File: src/rtl/rr_arbiter4_pkg.sv
// Shared types and constants for the four-requester round-robin arbiter.
package arb_pkg;

  localparam int NUM_REQ = 4;
  localparam int STAT_W  = 8;

  typedef logic [1:0] req_id_t;

  typedef enum logic {
    ARB_EMPTY,
    ARB_FULL
  } arb_state_t;

endpackage

File: src/rtl/rr_arbiter4_if.sv
// Requester and downstream handshake bundle for rr_arbiter4.
// master: the producers/consumer side; slave: the arbiter itself.
interface rr_arbiter4_if
  import arb_pkg::*;
#(
  parameter int N = 32
);

  logic [NUM_REQ-1:0] req_valid;
  logic [N-1:0]       req_data0;
  logic [N-1:0]       req_data1;
  logic [N-1:0]       req_data2;
  logic [N-1:0]       req_data3;
  logic [NUM_REQ-1:0] req_ready;
  logic               out_valid;
  logic [N-1:0]       out_data;
  req_id_t            out_src;
  logic               out_ready;

  modport master (
    output req_valid, req_data0, req_data1, req_data2, req_data3, out_ready,
    input  req_ready, out_valid, out_data, out_src
  );

  modport slave (
    input  req_valid, req_data0, req_data1, req_data2, req_data3, out_ready,
    output req_ready, out_valid, out_data, out_src
  );

endinterface

File: src/rtl/mux4.sv
// Generic 4-to-1 multiplexer, W bits wide, select s.
module mux4 #(
  parameter int W = 32
) (
  input  logic [W-1:0] d0,
  input  logic [W-1:0] d1,
  input  logic [W-1:0] d2,
  input  logic [W-1:0] d3,
  input  logic [1:0]   s,
  output logic [W-1:0] y
);

  // Select one of the four inputs.
  always_comb begin
    unique case (s)
      2'd0: y = d0;
      2'd1: y = d1;
      2'd2: y = d2;
      2'd3: y = d3;
    endcase
  end

endmodule

File: src/rtl/rr_arbiter4_pick.sv
// rr_pick4: combinational round-robin picker. Rotates the request vector so
// the pointer slot sits at bit 0, picks the lowest set bit, then rotates the
// index back.
module rr_pick4
  import arb_pkg::*;
(
  input  logic [NUM_REQ-1:0] req_valid_i,
  input  req_id_t            ptr_i,
  output req_id_t            g_o,
  output logic               any_req_o
);

  logic [NUM_REQ-1:0] rot;
  req_id_t            first;

  // Rotate, fixed-priority encode (lowest index wins), un-rotate.
  always_comb begin
    rot   = '0;
    first = '0;
    for (int i = 0; i < NUM_REQ; i++) begin
      rot[i] = req_valid_i[req_id_t'(i) + ptr_i];
    end
    for (int i = NUM_REQ - 1; i >= 0; i--) begin
      if (rot[i]) first = req_id_t'(i);
    end
    g_o       = first + ptr_i;
    any_req_o = |req_valid_i;
  end

endmodule

File: src/rtl/rr_arbiter4.sv
// rr_arbiter4: four-requester round-robin arbiter with a registered output
// stage. A beat is accepted whenever the output register is empty or
// draining, the grant pointer moves just past the winner, and the payload
// goes through mux4 steered by the grant.
// Optional grant statistics are enabled with macro RR_ARB_STATS_EN.
module rr_arbiter4
  import arb_pkg::*;
#(
  parameter int N = 32
) (
  input  logic                      clk,
  input  logic                      rst,
  rr_arbiter4_if.slave              bus,
  input  logic                      stat_clr,
  output logic [NUM_REQ*STAT_W-1:0] stat_count
);

  arb_state_t         state_q, state_d;
  req_id_t            ptr_q, ptr_d;
  logic [N-1:0]       out_data_q, out_data_d;
  req_id_t            out_src_q, out_src_d;

  req_id_t            g;
  logic               any_req;
  logic               load_en;
  logic               accept;
  logic [N-1:0]       mux_y;

  rr_pick4 u_pick (
    .req_valid_i (bus.req_valid),
    .ptr_i       (ptr_q),
    .g_o         (g),
    .any_req_o   (any_req)
  );

  mux4 #(.W(N)) u_mux (
    .d0 (bus.req_data0),
    .d1 (bus.req_data1),
    .d2 (bus.req_data2),
    .d3 (bus.req_data3),
    .s  (g),
    .y  (mux_y)
  );

  // Accept decision, one-hot ready, and next state of FSM and payload.
  always_comb begin
    // NOTE: every signal gets a default before any branch so no path can
    // leave it unassigned and infer a latch.
    state_d    = state_q;
    ptr_d      = ptr_q;
    out_data_d = out_data_q;
    out_src_d  = out_src_q;

    load_en = (state_q == ARB_EMPTY) || bus.out_ready;
    accept  = !rst && load_en && any_req;

    unique case (state_q)
      ARB_EMPTY: if (accept) state_d = ARB_FULL;
      ARB_FULL:  if (bus.out_ready && !accept) state_d = ARB_EMPTY;
    endcase

    if (accept) begin
      ptr_d      = g + req_id_t'(1);
      out_data_d = mux_y;
      out_src_d  = g;
    end
  end

  // State, pointer and output register update with synchronous reset.
  always_ff @(posedge clk) begin
    // NOTE: non-blocking so every flop samples the pre-edge values together.
    if (rst) begin
      state_q    <= ARB_EMPTY;
      ptr_q      <= '0;
      out_data_q <= '0;
      out_src_q  <= '0;
    end else begin
      state_q    <= state_d;
      ptr_q      <= ptr_d;
      out_data_q <= out_data_d;
      out_src_q  <= out_src_d;
    end
  end

  assign bus.req_ready = accept ? ({{(NUM_REQ-1){1'b0}}, 1'b1} << g) : '0;
  assign bus.out_valid = (state_q == ARB_FULL);
  assign bus.out_data  = out_data_q;
  assign bus.out_src   = out_src_q;

`ifdef RR_ARB_STATS_EN
  logic [STAT_W-1:0] cnt_q [NUM_REQ];
  logic [STAT_W-1:0] cnt_d [NUM_REQ];

  // Saturating per-requester grant counters; clear beats increment.
  always_comb begin
    for (int i = 0; i < NUM_REQ; i++) begin
      cnt_d[i] = cnt_q[i];
      if (stat_clr) begin
        cnt_d[i] = '0;
      end else if (accept && (g == req_id_t'(i)) && (cnt_q[i] != '1)) begin
        cnt_d[i] = cnt_q[i] + 1'b1;
      end
    end
  end

  // Counter registers.
  always_ff @(posedge clk) begin
    // NOTE: this small array is reset because its contents are visible on a
    // port; wide data storage would normally be left unreset.
    if (rst) begin
      for (int i = 0; i < NUM_REQ; i++) cnt_q[i] <= '0;
    end else begin
      for (int i = 0; i < NUM_REQ; i++) cnt_q[i] <= cnt_d[i];
    end
  end

  // Pack the counters, requester i in byte i.
  always_comb begin
    stat_count = '0;
    for (int i = 0; i < NUM_REQ; i++) begin
      stat_count[i*STAT_W +: STAT_W] = cnt_q[i];
    end
  end
`else
  logic unused_stat_clr;
  assign unused_stat_clr = stat_clr;
  assign stat_count      = '0;
`endif

endmodule

File: src/flat_wrapper.sv
// flat-port wrapper written by rule: the top's interface ports become plain ports
module rr_arbiter4_flat import arb_pkg::*;
#(
  parameter int N = 32
)
  (clk, rst, stat_clr, stat_count, bus_req_valid, bus_req_data0, bus_req_data1, bus_req_data2, bus_req_data3, bus_out_ready, bus_req_ready, bus_out_valid, bus_out_data, bus_out_src);
  rr_arbiter4_if #(.N(N)) bus_i ();
  input  logic clk;
  input  logic rst;
  input  logic stat_clr;
  output logic [NUM_REQ*STAT_W-1:0] stat_count;
  input wire logic [$bits(bus_i.req_valid)-1:0] bus_req_valid;
  input wire logic [$bits(bus_i.req_data0)-1:0] bus_req_data0;
  input wire logic [$bits(bus_i.req_data1)-1:0] bus_req_data1;
  input wire logic [$bits(bus_i.req_data2)-1:0] bus_req_data2;
  input wire logic [$bits(bus_i.req_data3)-1:0] bus_req_data3;
  input wire logic [$bits(bus_i.out_ready)-1:0] bus_out_ready;
  output wire logic [$bits(bus_i.req_ready)-1:0] bus_req_ready;
  output wire logic [$bits(bus_i.out_valid)-1:0] bus_out_valid;
  output wire logic [$bits(bus_i.out_data)-1:0] bus_out_data;
  output wire logic [$bits(bus_i.out_src)-1:0] bus_out_src;
  assign bus_i.req_valid = bus_req_valid;
  assign bus_i.req_data0 = bus_req_data0;
  assign bus_i.req_data1 = bus_req_data1;
  assign bus_i.req_data2 = bus_req_data2;
  assign bus_i.req_data3 = bus_req_data3;
  assign bus_i.out_ready = bus_out_ready;
  assign bus_req_ready = bus_i.req_ready;
  assign bus_out_valid = bus_i.out_valid;
  assign bus_out_data = bus_i.out_data;
  assign bus_out_src = bus_i.out_src;
  rr_arbiter4 #(.N(N)) u_core (.clk(clk), .rst(rst), .bus(bus_i), .stat_clr(stat_clr), .stat_count(stat_count));
endmodule
File: config.mk
export PLATFORM = sky130hd
export DESIGN_NAME = rr_arbiter4_flat
export DESIGN_NICKNAME = d
export VERILOG_FILES = /design/src/rtl/rr_arbiter4_pkg.sv /design/src/rtl/rr_arbiter4_if.sv /design/src/rtl/mux4.sv /design/src/rtl/rr_arbiter4_pick.sv /design/src/rtl/rr_arbiter4.sv /design/src/flat_wrapper.sv
export SDC_FILE = /design/constraint.sdc
export NUM_CORES = 1
export LEC_CHECK = 0
export ABC_CLOCK_PERIOD_IN_PS = 5630
export CAP_MARGIN = 5
export CORE_MARGIN = 3
export CORE_UTILIZATION = 37
export CTS_CLUSTER_DIAMETER = 100
export DETAILED_ROUTE_END_ITERATION = 8
export PLACE_DENSITY_LB_ADDON = 0.15
export SETUP_SLACK_MARGIN = 0.15
export SYNTH_ARGS = -nofsm -noshare
export SYNTH_HDL_FRONTEND = slang
export SYNTH_SLANG_ARGS = --single-unit
File: constraint.sdc
create_clock -name clk -period 5.63 [get_ports clk]
set_clock_uncertainty 0.05 [all_clocks]
set_input_delay 1.126 -clock clk [delete_from_list [all_inputs] [get_ports clk]]
set_output_delay 1.126 -clock clk [all_outputs]
set_load 0.02 [all_outputs]
## After elaboration in Yosys (flattened, before gate mapping)

Index checks and enable logic that the tools add are counted.

| operators by class | value |
|---|---|
| add/sub/neg operators | 5 |
| $lt $le $gt $ge | 4 |
| eq/ne operators | 3 |
| shift-type cells | 1 |
| multiplexer cells | 17 |
| bitwise operators | 1 |
| reduce and logical (&&, ||, !) cells | 8 |

Operator list:

| kind | count |
|---|---|
| $pmux W32 S4 | 1 |
| $lt A2 B3 Y1 const B | 4 |
| $bmux W1 S2 | 4 |
| $mux W2 | 4 |
| $mux W1 | 6 |
| $add A2 B2 Y2 const A | 2 |
| $eq A2 B2 Y1 const B | 2 |
| $mux W4 | 1 |
| $reduce_or A4 Y1 | 1 |
| $shl A1 B2 Y4 const A | 1 |
| $logic_and A1 B1 Y1 | 3 |
| $add A1 B2 Y2 const A | 1 |
| $add A2 B1 Y2 const B | 1 |
| $add A2 B2 Y2 | 1 |
| $eq A2 B1 Y1 const B | 1 |
| $logic_not A1 Y1 | 2 |
| $logic_not A2 Y1 | 1 |
| $pmux W1 S2 | 1 |
| $logic_or A1 B1 Y1 | 1 |
| $not A1 Y1 | 1 |

| word-level totals | value |
|---|---|
| flip-flop bits (word level) | 37 |
| bits of input ports | 136 |
| output and inout port bits | 71 |
| logic and storage cells | 43 |

## Longest topological paths before layout

Gate-level depths: netlist (run 1).

| depth | value |
|---|---|
| word-level depth | 10 |
| mapped depth | 16 |
| mapped depth without buffers | 13 |

## Modules after synthesis

A second synthesis (run 1) with hierarchy kept.

| unflattened totals | value |
|---|---|
| cells, all modules | 277 |
| area total of the unflattened synthesis | 2985.4 um^2 |

Modules (own cells, without submodules):

| module | times used | cells an instance | area each (um^2) | seq. area each (um^2) |
|---|---|---|---|---|
| rr_arbiter4 | 1 | 211 | 1989.4 | 740.7 |
| mux4 | 1 | 39 | 814.5 | 0.0 |
| rr_pick4 | 1 | 27 | 181.4 | 0.0 |

## Worst setup path after synthesis (run 1)

No wires, ideal clock.

| path | value |
|---|---|
| kind | input to output |
| from | input port bus_req_valid[2] |
| to | output port bus_req_ready[1] |
| arrival time | 3.603 ns |
| required time | 4.454 ns |
| path slack | 0.851 ns |
| stages on the path | 14 |
| buffers on the path | 4 |
| cell sequence | buf_2 nand2_1 nor2_1 a211oi_1 a31oi_1 a211o_1 ha_1 xor2_1 xnor2_2 buf_6 ha_1 clkbuf_1 clkbuf_1 and2_1 |

| on the way | value |
|---|---|
| longest elaborated chain between the ends | 9 |
| elaborated cells on any way between the ends | 17 |
| classes of those cells | 1 x add/sub; 1 x shift; 13 x mux; 2 x reduce/logical |

Ends and longest elaborated chain:

| what | line | source |
|---|---|---|
| start: declaration | flat_wrapper.sv:12 | `input wire logic [$bits(bus_i.req_valid)-1:0] bus_req_valid;` |
| $bmux W1 S2 | rr_arbiter4_pick.sv:21 | `rot[i] = req_valid_i[req_id_t'(i) + ptr_i];` |
| $mux W1 (not written as such) | rr_arbiter4_pick.sv:21 |  |
| $mux W2 (4 in series) | rr_arbiter4_pick.sv:24 | `if (rot[i]) first = req_id_t'(i);` |
| $add A2 B2 Y2 | rr_arbiter4_pick.sv:26 | `g_o = first + ptr_i;` |
| $shl A1 B2 Y4 | rr_arbiter4.sv:85 | `assign bus.req_ready = accept ? ({{(NUM_REQ-1){1'b0}}, 1'b1} << g) : '0;` |
| $mux W4 * | rr_arbiter4.sv:85 |  |
| end: declaration | flat_wrapper.sv:18 | `output wire logic [$bits(bus_i.req_ready)-1:0] bus_req_ready;` |

Mark *: on every way between the ends. The rest lies on a longest branch, timed or not. The select of a mux whose other input is x is not followed.

## Worst setup path after layout (run 1)

| path | value |
|---|---|
| from | input port bus_req_valid[0] |
| to | output port bus_req_ready[2] |

| on the way | value |
|---|---|
| longest elaborated chain between the ends | 9 |
| elaborated cells on any way between the ends | 17 |
| classes of those cells | 1 x add/sub; 1 x shift; 13 x mux; 2 x reduce/logical |

Ends and longest elaborated chain:

| what | line | source |
|---|---|---|
| $bmux W1 S2 | rr_arbiter4_pick.sv:21 |  |
| $mux W1 (not written as such) | rr_arbiter4_pick.sv:21 |  |
| $mux W2 (3 in series) | rr_arbiter4_pick.sv:24 |  |
| $mux W2 * | rr_arbiter4_pick.sv:24 |  |
| $add A2 B2 Y2 * | rr_arbiter4_pick.sv:26 |  |
| via u_core.g[1] | rr_arbiter4.sv:23 | `req_id_t g;` |
| $shl A1 B2 Y4 * | rr_arbiter4.sv:85 |  |
| $mux W4 * | rr_arbiter4.sv:85 |  |

Mark *: on every way through the listed nets, which the timed path passes. The rest lies on a longest branch. The select of a mux whose other input is x is not followed.

==> flow_summary.json, run 1 <==
{
  "finalMaxSlewViolations": 0,
  "r2r_cells": 13,
  "regToRegEndpoint": "u_core.bus.out_data[11]",
  "routed_wirelength_microns": 10200,
  "ys_types": 37,
  "numCtsBuffers": 5,
  "final_layout_size_suffix_gt1_share_pct": 6.19,
  "crit_chain": "clkdlybuf4s50_1, nor2_1, a211oi_1, a31oi_1, a211o_1, ha_1, xor2_1, xnor2_4, inv_1, ha_1, and2_1, clkdlybuf4s50_1",
  "vias": 3483,
  "cts_buffer_depth": 2,
  "rrSetupSlack_ns": 1.79,
  "p_per_area_nw_per_um2": 510,
  "hold_path_end": "u_core.bus.out_src[0]",
  "fmax_mhz": 188,
  "p_total_w": 0.00248,
  "grt_pass1_wl_microns": 15900,
  "die_area_sq_um": 9620,
  "hold_depth": 2,
  "hold_buffers": 0,
  "final_common_cell": "clkdlybuf4s50_1",
  "rsz0062_at_grt": "false",
  "grt_antenna_before_repair": 0,
  "grt.met2_usage_pct": 35.0,
  "drtIter0Drc": 157,
  "gp_congestion": 0.785,
  "cts_tree": "built",
  "slew_headroom_pct": 49.7,
  "cts_setup_buffers": 0,
  "antenna_cells": 0,
  "die_h_microns": 98.1,
  "hpwlAfterDp_microns": 7480,
  "use_met1_pct": 23.6,
  "pre_cts_slack_ns": 0.295,
  "setup_violations": 0,
  "placementRows": 32,
  "coreArea_sq_um": 7970,
  "grt.overflow.total": 0,
  "reg2reg_from": "u_core.ptr_q[0]",
  "status": "finished, final reports clean",
  "fin_crit_sh_pct": 94.7,
  "synthArstFlopShare_pct": 0,
  "postCtsResizedCells": 0,
  "synth_edf_count": 0,
  "nets": 705,
  "antenna_left": 0,
  "critPathKind": "input pin to primary output",
  "p_leak_nw": 1.93,
  "slowest_stage": "clkdlybuf4s50_1",
  "port_buffers": 173,
  "htree_levels": 2,
  "period_needed_ns": 5.33,
  "top_usage_layer": "met2",
  "pin_count": 207,
  "numClockSinks": 37,
  "fin_util_pct": 61.0,
  "areaGrowthSynthToFinish_pct": 55.0,
  "yosysSeqAreaShare_pct": 23.6,
  "cts_root_buffer": "clkbuf_8",
  "routed_via_density": 5.22,
  "drc": 0,
  "tns_ns": 0,
  "dieWidth_microns": 98.1,
  "required_ns": 4.45,
  "cp-end-kind": "primary output",
  "grt_start_max_net_pins": 70,
  "worstHoldStart": "u_core.bus.out_src[0]",
  "grtUsageTotal_pct": 19.8,
  "fin_ws_ns": 0.299,
  "worst_path_largest_cell_delay_ns": 0.63,
  "hold_viol": 0,
  "final_cell_mix": "clkdlybuf4s50_1, nand2_1, dfxtp_1",
  "vdd_ir_drop_max_mv": 0.263,
  "start_util_pct": 39.4,
  "worstMarginPinSlew_ns": 0.755,
  "clk_latency_ns": 0.28,
  "synth_seq_cells": 37,
  "crit_family": "buffers and inverters",
  "maxCapViolCount": 0,
  "syn_inst": 420,
  "start_kind": "input pin",
  "instances_no_fill": 667,
  "dp_cells": 660,
  "synth-main-ff-cell": "dfxtp_1",
  "use_met3_pct": 5.29,
  "arrival_ns": 4.15,
  "cp.depth": 12,
  "wl_per_cell_microns": 15.3,
  "yosysWarnings": 0,
  "cp.buffers_inverters": 3,
  "clk_pin_slew_ns": 0.07,
  "synth_area_sq_um": 3140,
  "first_pass_iters": 4,
  "worst-path-max-fanout": 11,
  "grt_pass1_vias": 3240,
  "syn_area_per_cell_sq_um": 7.47,
  "hold_class": "register to register"
}
-- cell families (layout without fill, tap and decap cells) --
logic type,after synthesis,after routing,share of synthesized area [%]
flip-flops,37,37,23.6
buffers and inverters,111,225,18.4
AO/OA/AOI/OAI,145,145,36.4
other,1,32,0.120
adder cells (fa/ha/maj),4,4,1.60
XOR/XNOR,2,2,0.798
AND/OR/NAND/NOR,120,120,19.0
-- through the flow --
step | cell area [sq um] | hold WS, ns
detailed placement | 4780 | 0.397
finish | 4860 | 0.405
global placement | 4780 | 0.393
floorplan | 3250 | 0.482
CTS | 4860 | 0.407
global route | 4860 | 0.442
-- synthesized netlist by cell type (4+ instances only) --
master / count / area [sq um]
buf_6: 4 / 45.0
ha_1: 4 / 50.1
a221o_1: 32 / 320
inv_1: 34 / 128
o31ai_1: 22 / 165
o31ai_2: 5 / 62.6
nor3b_1: 32 / 240
a21oi_1: 34 / 170
dfxtp_1: 37 / 741
buf_2: 6 / 30.0
buf_4: 33 / 248
nor2_1: 11 / 41.3
o31ai_4: 5 / 106
clkbuf_1: 34 / 128
nand2_1: 68 / 255
a31oi_1: 34 / 213
-- worst reg2reg max path: cells and delay by family, from the launching register on --
family	cells	cell delay, ns
compound gates	6	1.14
xor+xnor	2	0.56
fa+ha+maj	2	0.75
buf+inv	2	0.56
flops	1	0.55
simple gates	1	0.10
-- sequential cells by signal, summed over array words and instances, names as in the netlist --
name and flops:
u_core.bus.out_data 32, u_core.bus.out_src 2, u_core.bus.out_valid 1, u_core.ptr_q 2
-- layout make-up --
class	count	area, sq um
well taps	102	128
inverters	34	128
multi-input cells	303	1960
flip-flops and latches	37	741
fillers	713	3100
repair buffers	184	1820
clock buffers	7	86.3
-- how the worst max path moves through the flow --
stage	to	slack [ns]	startpoint
after floorplan	bus_req_ready[1]	0.85	bus_req_valid[2]
after global placement	bus_req_ready[2]	0.38	bus_req_valid[0]
after detailed placement	bus_req_ready[2]	0.29	bus_req_valid[0]
after CTS	bus_req_ready[2]	0.29	bus_req_valid[0]
after global routing	bus_req_ready[2]	0.16	bus_req_valid[2]
final	bus_req_ready[2]	0.30	bus_req_valid[0]
-- report_power, final --
| group | total [W] | internal (W) | switching (W) |
|---|---|---|---|
| combinational | 0.00188 | 0.000825 | 0.00106 |
| clock | 0.000193 | 0.0000973 | 0.0000957 |
| sequential | 0.000408 | 0.000360 | 0.0000480 |
-- layer usage --
metal  share of wire [%]  vias to the layer above
li1                    -                     1733
met1                  40                     1578
met2                  50                      158
met3                 8.6                       14
met4                 1.5                        0
met5                   0                        -
Power figures use the tool's default switching activity.
==> run 2, diff against run 1 <==
Settings changed: ABC_CLOCK_PERIOD_IN_PS 5630 to 6550, CORE_UTILIZATION 37 to 40, TNS_END_PERCENT set to 10.
Clock period 5.63 ns to 6.55 ns, I/O delays scaled along.
==> run 2 against run 1 <==
  * Sequential power shrank 14%
  * Register-to-register slack gained 0.38 ns
  * Combinational power shrank 15%
  * Sequential share of layout area grew 0.12 points
  * Worst setup slack gained 0.56 ns
  * Via count is essentially flat
  * Power shrank 15%
  * Critical path depth is the same
  * Final cell count shrank 0.75%
  * Largest power group unchanged
==> flow_summary.json, run 2 (synthesis gave the netlist of run 1 again) <==
{
  "antenna_cells": 0,
  "worst-path-max-fanout": 8,
  "routed_via_density": 5.26,
  "hpwlAfterDp_microns": 7170,
  "numCtsBuffers": 5,
  "critPathKind": "input pin to primary output",
  "dp_cells": 654,
  "routed_wirelength_microns": 10100,
  "final_cell_mix": "clkdlybuf4s50_1, nand2_1, dfxtp_1",
  "postCtsResizedCells": 0,
  "antenna_left": 0,
  "comb_power_share_pct": 75.8,
  "largest_reg_flops": 32,
  "htree_levels": 2,
  "setup_violations": 0,
  "pre_cts_slack_ns": 0.787,
  "first_pass_iters": 4,
  "maxCapViolCount": 0,
  "cp-endpoint": "bus_req_ready[2]",
  "drc": 0,
  "status": "finished, final reports clean",
  "r2r_cells": 13,
  "p_clk_share_pct": 7.6,
  "instances_no_fill": 662,
  "die_area_sq_um": 8940,
  "hold_buffers": 0,
  "vdd_ir_drop_max_mv": 0.284,
  "swShare_pct": 49.3,
  "required_ns": 5.19,
  "p_leak_nw": 1.92,
  "hold_class": "register to register",
  "worstMarginPinSlew_ns": 0.935,
  "arrival_ns": 4.33,
  "grt_start_max_net_pins": 102,
  "internal-power_w": 0.00107,
  "fin_util_pct": 64.8,
  "reg2reg_from": "u_core.ptr_q[0]",
  "hold_viol": 0,
  "pin_count": 207,
  "cts_setup_buffers": 0,
  "grt_pass1_wl_microns": 15700,
  "grt.overflow.total": 0,
  "final_layout_size_suffix_gt1_share_pct": 6.04,
  "cts_root_buffer": "clkbuf_8",
  "tns_ns": 0,
  "grt_pass1_vias": 3323,
  "finalMaxSlewViolations": 0,
  "slew_headroom_pct": 37.7,
  "start_kind": "input pin",
  "gp_congestion": 0.748,
  "cts_buffer_depth": 2,
  "grt_antenna_before_repair": 0,
  "clk_pin_slew_ns": 0.08,
  "rrSetupSlack_ns": 2.17,
  "drtIter0Drc": 204,
  "cp-end-kind": "primary output",
  "port_buffers": 173,
  "pwr-share-seq_pct": 16.6,
  "start_util_pct": 42.1,
  "fmax_mhz": 176,
  "switchingPower_w": 0.00104,
  "period_needed_ns": 5.69,
  "fin_crit_sh_pct": 86.9,
  "cts_tree": "built",
  "vias": 3484,
  "fin_ws_ns": 0.855,
  "p_per_area_nw_per_um2": 437,
  "placementRows": 31,
  "rsz0062_at_grt": "false",
  "dieWidth_microns": 94.6,
  "coreArea_sq_um": 7450,
  "wl_per_cell_microns": 15.3,
  "die_h_microns": 94.6,
  "numClockSinks": 37,
  "grtUsageTotal_pct": 21.8,
  "cp-startpoint": "bus_req_valid[0]",
  "regToRegEndpoint": "u_core.bus.out_data[25]",
  "clk_latency_ns": 0.29,
  "final_common_cell": "clkdlybuf4s50_1",
  "p_total_w": 0.00211,
  "nets": 702,
  "areaGrowthSynthToFinish_pct": 53.8
}
## run 2: cell types whose count changed in the layout (fill, tap and decap cells not counted), sizes merged
cell / delta
clkinv: +2
buf: -3
clkinvlp: +1
clkbuf: -2
## run 2: power by group through the flow
| stage | logic [W] | registers, W | clock network, W |
|---|---|---|---|
| 2_1_floorplan | 0.00105 | 0.000434 | 0 |
| 3_3_place_gp | 0.00157 | 0.000351 | 0 |
| 3_5_place_dp | 0.00160 | 0.000356 | 0 |
| 4_1_cts | 0.00160 | 0.000351 | 0.000165 |
| 5_1_grt | 0.00174 | 0.000362 | 0.000174 |
| 6_report | 0.00160 | 0.000350 | 0.000160 |
## run 2: worst max-delay path, stage by stage
cell and delay, ns:
clkdlybuf4s50_1 0.66, nor2_1 0.07, a211oi_1 0.24, a31oi_1 0.07
a211o_1 0.24, ha_1 0.19, xor2_1 0.33, xnor2_4 0.23
inv_1 0.10, ha_1 0.22, and2_1 0.13, clkdlybuf4s50_1 0.54
## run 2: worst min-delay path by stage
stage / slack, ns / cells past startpoint / from / endpoint
2_1_floorplan: 0.48 / 2 / u_core.ptr_q[1] / u_core.ptr_q[1]
3_3_place_gp: 0.39 / 2 / u_core.bus.out_src[0] / u_core.bus.out_src[0]
3_5_place_dp: 0.41 / 2 / u_core.bus.out_src[0] / u_core.bus.out_src[0]
4_1_cts: 0.42 / 2 / u_core.bus.out_src[0] / u_core.bus.out_src[0]
5_1_grt: 0.45 / 2 / u_core.bus.out_src[0] / u_core.bus.out_src[0]
6_report: 0.42 / 2 / u_core.bus.out_src[0] / u_core.bus.out_src[0]
## run 2: stage by stage
step | instance area, sq um | hold slack (ns)
after floorplan | 3250 | 0.482
after global placement | 4740 | 0.392
after detailed placement | 4740 | 0.412
after CTS | 4820 | 0.423
after global routing | 4820 | 0.447
final | 4820 | 0.422
## run 2: area by class of cell
cell class,count,area [sq um]
clock inverter,3,17.5
multi-input combinational,303,1960
tap,99,124
sequential,37,741
inverter,34,128
clock buffer,5,68.8
timing repair buffer,181,1790
fill,663,2620
## run 2: layer usage
metal | share of wire [%] | GRT usage (%) | vias to the layer above
met5 | 0 | 0 | -
li1 | - | - | 1728
met3 | 8.2 | 4.46 | 10
met4 | 1.6 | 5.77 | 0
met1 | 39 | 25.5 | 1609
met2 | 52 | 40.1 | 137
